`src/rtl/fht_host_port.sv`:
```
// fht_host_port
// -------------
// Host-side driver for the FHT core's external RAM port. It takes one
// input sample per handshake and writes it into the four core banks.
// It then strobes the core start and waits for the core to finish.
// After that it reads the four result banks back one address at a time
// and streams the frame out, one point per handshake, in natural order.
//
// Point n lives in bank n[1:0] at address n[A_BIT+1:2], for both load
// and unload. Frame length N = 4 * 2^A_BIT.
//
// Ports
//   iCLK, iRESET            clock, synchronous active-high reset
//   iS_DATA/VALID, oS_READY sample input stream (ready only while loading)
//   oM_DATA/VALID/LAST      result output stream, iM_READY from the sink
//   oFHT_WE                 one-hot bank write enable to core iWE
//   oFHT_DATA_0..3          write data to core iDATA_0..3
//   oFHT_ADDR_WR_0..3       write address to core iADDR_WR_0..3
//   oFHT_ADDR_RD_0..3       read address to core iADDR_RD_0..3
//   iFHT_DATA_0..3          read data from core oDATA_0..3 (RD_LAT later)
//   oFHT_START              one-cycle start strobe to core iSTART
//   iFHT_RDY                core ready level
module fht_host_port #(
  parameter int D_BIT  = 16,
  parameter int A_BIT  = 2,
  parameter int RD_LAT = 1
) (
  input  logic             iCLK,
  input  logic             iRESET,
  input  logic [D_BIT-1:0] iS_DATA,
  input  logic             iS_VALID,
  output logic             oS_READY,
  output logic [D_BIT-1:0] oM_DATA,
  output logic             oM_VALID,
  input  logic             iM_READY,
  output logic             oM_LAST,
  output logic [3:0]       oFHT_WE,
  output logic [D_BIT-1:0] oFHT_DATA_0,
  output logic [D_BIT-1:0] oFHT_DATA_1,
  output logic [D_BIT-1:0] oFHT_DATA_2,
  output logic [D_BIT-1:0] oFHT_DATA_3,
  output logic [A_BIT-1:0] oFHT_ADDR_WR_0,
  output logic [A_BIT-1:0] oFHT_ADDR_WR_1,
  output logic [A_BIT-1:0] oFHT_ADDR_WR_2,
  output logic [A_BIT-1:0] oFHT_ADDR_WR_3,
  output logic [A_BIT-1:0] oFHT_ADDR_RD_0,
  output logic [A_BIT-1:0] oFHT_ADDR_RD_1,
  output logic [A_BIT-1:0] oFHT_ADDR_RD_2,
  output logic [A_BIT-1:0] oFHT_ADDR_RD_3,
  input  logic [D_BIT-1:0] iFHT_DATA_0,
  input  logic [D_BIT-1:0] iFHT_DATA_1,
  input  logic [D_BIT-1:0] iFHT_DATA_2,
  input  logic [D_BIT-1:0] iFHT_DATA_3,
  output logic             oFHT_START,
  input  logic             iFHT_RDY
);

  localparam int CW = A_BIT + 2;
  localparam int LW = (RD_LAT > 1) ? $clog2(RD_LAT) : 1;

  localparam logic [CW-1:0]    C_LAST   = {CW{1'b1}};
  localparam logic [A_BIT-1:0] A_LAST   = {A_BIT{1'b1}};
  localparam logic [LW-1:0]    LAT_LAST = LW'(RD_LAT - 1);

  localparam logic [2:0] IDLE    = 3'd0;
  localparam logic [2:0] LOAD    = 3'd1;
  localparam logic [2:0] FLUSH   = 3'd2;
  localparam logic [2:0] START   = 3'd3;
  localparam logic [2:0] WAIT    = 3'd4;
  localparam logic [2:0] RD_ADDR = 3'd5;
  localparam logic [2:0] RD_WAIT = 3'd6;
  localparam logic [2:0] EMIT    = 3'd7;

  logic [2:0]       state;
  logic [CW-1:0]    load_cnt;
  logic [A_BIT-1:0] grp_cnt;
  logic [1:0]       word_cnt;
  logic [LW-1:0]    lat_cnt;
  logic             rdy_d;
  logic [3:0]       we;
  logic [A_BIT-1:0] wr_addr;
  logic [D_BIT-1:0] wr_data;
  logic [A_BIT-1:0] rd_addr;
  logic [D_BIT-1:0] rbuf [4];
  logic             s_hs;
  logic             rdy_rise;

  assign oS_READY   = (state == LOAD);
  assign s_hs       = iS_VALID & oS_READY;
  assign oFHT_START = (state == START);
  // A high level carried into WAIT leaves rdy_d high, so only a genuine
  // low-to-high transition of the core ready ends the wait.
  assign rdy_rise   = iFHT_RDY & ~rdy_d;

  // The output word is picked from the group buffer by the word counter,
  // so data and last stay frozen for as long as the sink stalls.
  assign oM_VALID = (state == EMIT);
  assign oM_DATA  = rbuf[word_cnt];
  assign oM_LAST  = (state == EMIT) && (grp_cnt == A_LAST) && (word_cnt == 2'd3);

  assign oFHT_WE        = we;
  assign oFHT_DATA_0    = wr_data;
  assign oFHT_DATA_1    = wr_data;
  assign oFHT_DATA_2    = wr_data;
  assign oFHT_DATA_3    = wr_data;
  assign oFHT_ADDR_WR_0 = wr_addr;
  assign oFHT_ADDR_WR_1 = wr_addr;
  assign oFHT_ADDR_WR_2 = wr_addr;
  assign oFHT_ADDR_WR_3 = wr_addr;
  assign oFHT_ADDR_RD_0 = rd_addr;
  assign oFHT_ADDR_RD_1 = rd_addr;
  assign oFHT_ADDR_RD_2 = rd_addr;
  assign oFHT_ADDR_RD_3 = rd_addr;

  // Frame sequencer. Writes are registered, so a sample accepted in one
  // cycle reaches the core RAM port in the next; FLUSH exists only to let
  // the final write land before the start strobe. The read address is
  // loaded on the way into RD_ADDR so it is already valid in that cycle.
  always_ff @(posedge iCLK) begin
    if (iRESET) begin
      state    <= IDLE;
      load_cnt <= '0;
      grp_cnt  <= '0;
      word_cnt <= '0;
      lat_cnt  <= '0;
      rdy_d    <= 1'b1;
      we       <= '0;
      wr_addr  <= '0;
      wr_data  <= '0;
      rd_addr  <= '0;
      for (int i = 0; i < 4; i++) rbuf[i] <= '0;
    end else begin
      we    <= '0;
      rdy_d <= iFHT_RDY;
      case (state)
        IDLE: begin
          load_cnt <= '0;
          state    <= LOAD;
        end
        LOAD: begin
          if (s_hs) begin
            we       <= 4'b0001 << load_cnt[1:0];
            wr_addr  <= load_cnt[CW-1:2];
            wr_data  <= iS_DATA;
            load_cnt <= load_cnt + 1'b1;
            if (load_cnt == C_LAST) state <= FLUSH;
          end
        end
        FLUSH: state <= START;
        START: state <= WAIT;
        WAIT: begin
          if (rdy_rise) begin
            grp_cnt <= '0;
            rd_addr <= '0;
            state   <= RD_ADDR;
          end
        end
        RD_ADDR: begin
          lat_cnt <= '0;
          state   <= RD_WAIT;
        end
        RD_WAIT: begin
          if (lat_cnt == LAT_LAST) begin
            rbuf[0]  <= iFHT_DATA_0;
            rbuf[1]  <= iFHT_DATA_1;
            rbuf[2]  <= iFHT_DATA_2;
            rbuf[3]  <= iFHT_DATA_3;
            word_cnt <= '0;
            state    <= EMIT;
          end else begin
            lat_cnt <= lat_cnt + 1'b1;
          end
        end
        EMIT: begin
          if (iM_READY) begin
            if (word_cnt == 2'd3) begin
              word_cnt <= '0;
              if (grp_cnt == A_LAST) begin
                grp_cnt  <= '0;
                load_cnt <= '0;
                state    <= LOAD;
              end else begin
                grp_cnt <= grp_cnt + 1'b1;
                rd_addr <= grp_cnt + 1'b1;
                state   <= RD_ADDR;
              end
            end else begin
              word_cnt <= word_cnt + 1'b1;
            end
          end
        end
        default: state <= IDLE;
      endcase
    end
  end

endmodule
```
`config.mk`:
```
export PLATFORM = sky130hd
export DESIGN_NAME = fht_host_port
export DESIGN_NICKNAME = d
export VERILOG_FILES = /design/src/rtl/fht_host_port.sv
export SDC_FILE = /design/constraint.sdc
export NUM_CORES = 1
export LEC_CHECK = 0
export CORE_UTILIZATION = 44
export DETAILED_ROUTE_END_ITERATION = 8
export PLACE_DENSITY = 0.91
export RECOVER_POWER = 25
export SKIP_CTS_REPAIR_TIMING = 1
export SLEW_MARGIN = 25
export SYNTH_ARGS = -nofsm -noshare
export SYNTH_HDL_FRONTEND = slang
export SYNTH_SLANG_ARGS = --single-unit
```
`constraint.sdc`:
```
create_clock -name iCLK -period 7.1 [get_ports iCLK]
set_input_delay 1.065 -clock iCLK [delete_from_list [all_inputs] [get_ports iCLK]]
set_output_delay 1.065 -clock iCLK [all_outputs]
set_load 0.02 [all_outputs]
```
==> out/qor.yml <==
outcome:
  status: "finished, violations left"
  violations: "capacitance limit, slew limit"
pwr:
  p_per_area_mw_per_mm2: 229.7
  p_leak_nw: 2.277
  ir_worst_vdd_v: 0.0001646
yosys:
  synth_fp_nets: 492
  yosys.area_share.adder_pct: 1.822
  synth_seq_area_share_pct: 55.82
  postSynthCellCount: 400
  avgSynthCellArea_um2: 12.01
  async_reset_ff_share_pct: 0
  synth_ff_type: "edfxtp_1"
  synth_top_family_by_area: "simple AND/OR/NAND/NOR gates"
  synth_cell_types: 46
  synth-seq-cells: 102
  synthMuxAreaShare_pct: 8.461
  synth.yosys.warnings: 0
  synthXorXnorAreaFrac_pct: 0
  yosysTopAreaCell: "edfxtp_1"
  synthSimpleGateAreaFrac_pct: 16.69
  synth.most_common_cell: "and2_1"
  synth_top_cell_area_share_pct: 39.99
  synth_compound_area_share_pct: 5.103
  synthesis.area_mm2: 0.004806
  synth_edf_count: 64
  synthTopCellsByArea: "edfxtp_1, dfxtp_1, buf_4"
  netlist_top_cells_count: "and2_1, edfxtp_1, buf_4, nand2_1, dfxtp_1"
worst_setup_path:
  startpoint: "iRESET"
  critPathLaunchType: "primary input"
  reg2reg_from: "state[2]"
  r2r_setup_slack_ns: 4.11
  ff2ff_path_depth: 4
  crit_path_max_fanout: 64
  crit_path_end_kind: "flop"
  rr_endpoint: "rbuf[1][4]"
  worstSetupPathType: "in2reg"
  arrival_ns: 4.33
  worstPathRequired_ns: 7.31
detailed_routing:
  antenna_left: 0
  drt_pass1_iterations: 4
  wirelength_um: 10960
  num_vias: 3367
  drt-initial-drc-count: 200
  via_per_inst: 5.078
  avgRoutedWirePerCell_um: 16.53
  drcViolationCount: 0
sta:
  fin_crit_ns: 4.119
  worst_slew_pin_slew_ns: 2.012
  rsz0062_at_grt: "no"
  skew_ns: 0.01258
  min_period_over_period_pct: 58.02
  setup_viol: 0
  fmax_ghz: 0.2428
  relSlewSlack_pct: -34.13
  drv_slew: 102
  tns_ns: 0
  finalHoldViolations: 0
global_routing:
  grt_busiest_layer: "met2"
  grt_use_met2_pct: 33.81
  overflow: 0
  use_met1_pct: 23.91
  grt_start_max_net_pins: 65
  grt_pass1_vias: 3235
  antenna_found_initial: 0
  grt_use_met3_pct: 4.169
  grt_use_total_pct: 19.37
  grt_pass1_wl_um: 16790
place:
  place.gp.congestion: 0.8237
  dpl-instance-area_mm2: 0.006332
  dp_hpwl_um: 7948
  portBuffers: 188
die:
  io_pins: 189
  fp.dieW_um: 106.5
  start_util_pct: 45.93
  rows: 37
  die_h_um: 106.5
  coreArea_mm2: 0.01046
  die-area_mm2: 0.01134
finish:
  n_antenna_cell: 0
  final_area_mm2: 0.006529
  layout-drive-gt1-share_pct: 8.159
  syn_to_final_growth_pct: 35.85
  layout.nets: 614
cts:
  cts_buffer_depth: 2
  clock_latency_ns: 0.35
  htree_num_levels: 3
  cts.sink_count: 102
  cts_buffers: 9
  cts_tree: "built"
  clk_root_buffer_cell: "clkbuf_8"
  clk_pin_slew_worst_paths_ns: 0.10
job:
  maxCapViolations: 2
min_path:
  hold_depth: 1
  hold_start: "grp_cnt[1]"
  hp-class: "reg2reg"
  whs_endpoint: "grp_cnt[1]"
-- power breakdown --
part	internal (mW)	total, mW	switching, mW
clock network	0.168	0.372	0.204
registers	0.670	0.706	0.0358
logic	0.204	0.422	0.218
total	1.04	1.50	0.458
-- worst max path at each step --
stage | endpoint | slack (ns) | cells past startpoint
5_1_grt | rbuf[1][4] | 2.63 | 5
2_1_floorplan | rbuf[0][0] | 1.36 | 4
3_3_place_gp | oM_DATA[15] | 3.82 | 2
3_5_place_dp | oM_DATA[5] | 3.72 | 2
4_1_cts | oM_DATA[5] | 3.31 | 2
6_report | rbuf[1][4] | 2.98 | 5
-- registers in the layout (all words and copies together), names as in the netlist, named ones only --
name	count
rdy_d	1
oFHT_ADDR_RD_0	2
oFHT_DATA_0	16
load_cnt	4
oFHT_ADDR_WR_0	2
grp_cnt	2
oFHT_WE	4
word_cnt	2
state	3
rbuf	64
-- placed cells by master, fill, tap and decap left out, drive strengths merged, types with 2 or more instances in the layout --
cell | Yosys | final
clkdlybuf4s50 | 0 | 186
and2 | 68 | 68
edfxtp | 64 | 64
nand2 | 44 | 44
dfxtp | 38 | 38
a21oi | 24 | 24
mux4 | 16 | 16
clkbuf | 11 | 11
inv | 6 | 10
ha | 7 | 7
o21ai | 6 | 6
nor2 | 5 | 5
nand3b | 4 | 4
nand3 | 4 | 4
nor3 | 4 | 4
nor2b | 2 | 2
mux2i | 2 | 2
nand4 | 2 | 2
a32oi | 2 | 2
nand2b | 2 | 2
nor4b | 2 | 2
dlygate4sd3 | 0 | 2
mux2 | 2 | 2
nor4 | 2 | 2
-- kinds of logic (layout without fill, tap and decap cells) --
group | count (synthesis) | count (layout)
AND/OR/NAND/NOR | 144 | 144
AO/OA/AOI/OAI | 41 | 41
flip-flops | 102 | 102
buffers and inverters | 86 | 213
multiplexers | 20 | 20
adder cells (fa/ha/maj) | 7 | 7
-- per-stage QoR --
stage	setup WS, ns	cells	util [%]	hold WS, ns	total power, mW
2_1_floorplan	1.357	400	-	0.4363	0.9967
3_3_place_gp	3.820	647	60.52	0.4546	1.127
3_5_place_dp	3.716	647	60.52	0.4566	1.140
4_1_cts	3.305	663	62.46	0.4815	1.512
5_1_grt	2.632	663	62.40	0.5006	1.569
6_report	2.981	663	62.40	0.4847	1.500
-- routing by layer --
layer	vias to the layer above	routed length [um]
li1	1568	-
met3	9	708
met5	-	0
met1	1654	4379
met2	136	5770
met4	0	98
-- final cells by class --
cell class | count | area, um2
fillers | 799 | 3934
clock inverters | 7 | 78.83
inverters | 6 | 22.52
flip-flops and latches | 102 | 2684
clock buffers | 9 | 123.9
well taps | 136 | 170.2
multi-input cells | 212 | 1553
repair buffers | 191 | 1897
-- worst max-delay path, cell delays in order --
cell and delay [ns]:
dlygate4sd3_1 0.53, clkbuf_1 0.63, nor3_4 0.31, clkbuf_1 1.47
and2_1 0.31
Power figures use the tool's default switching activity.
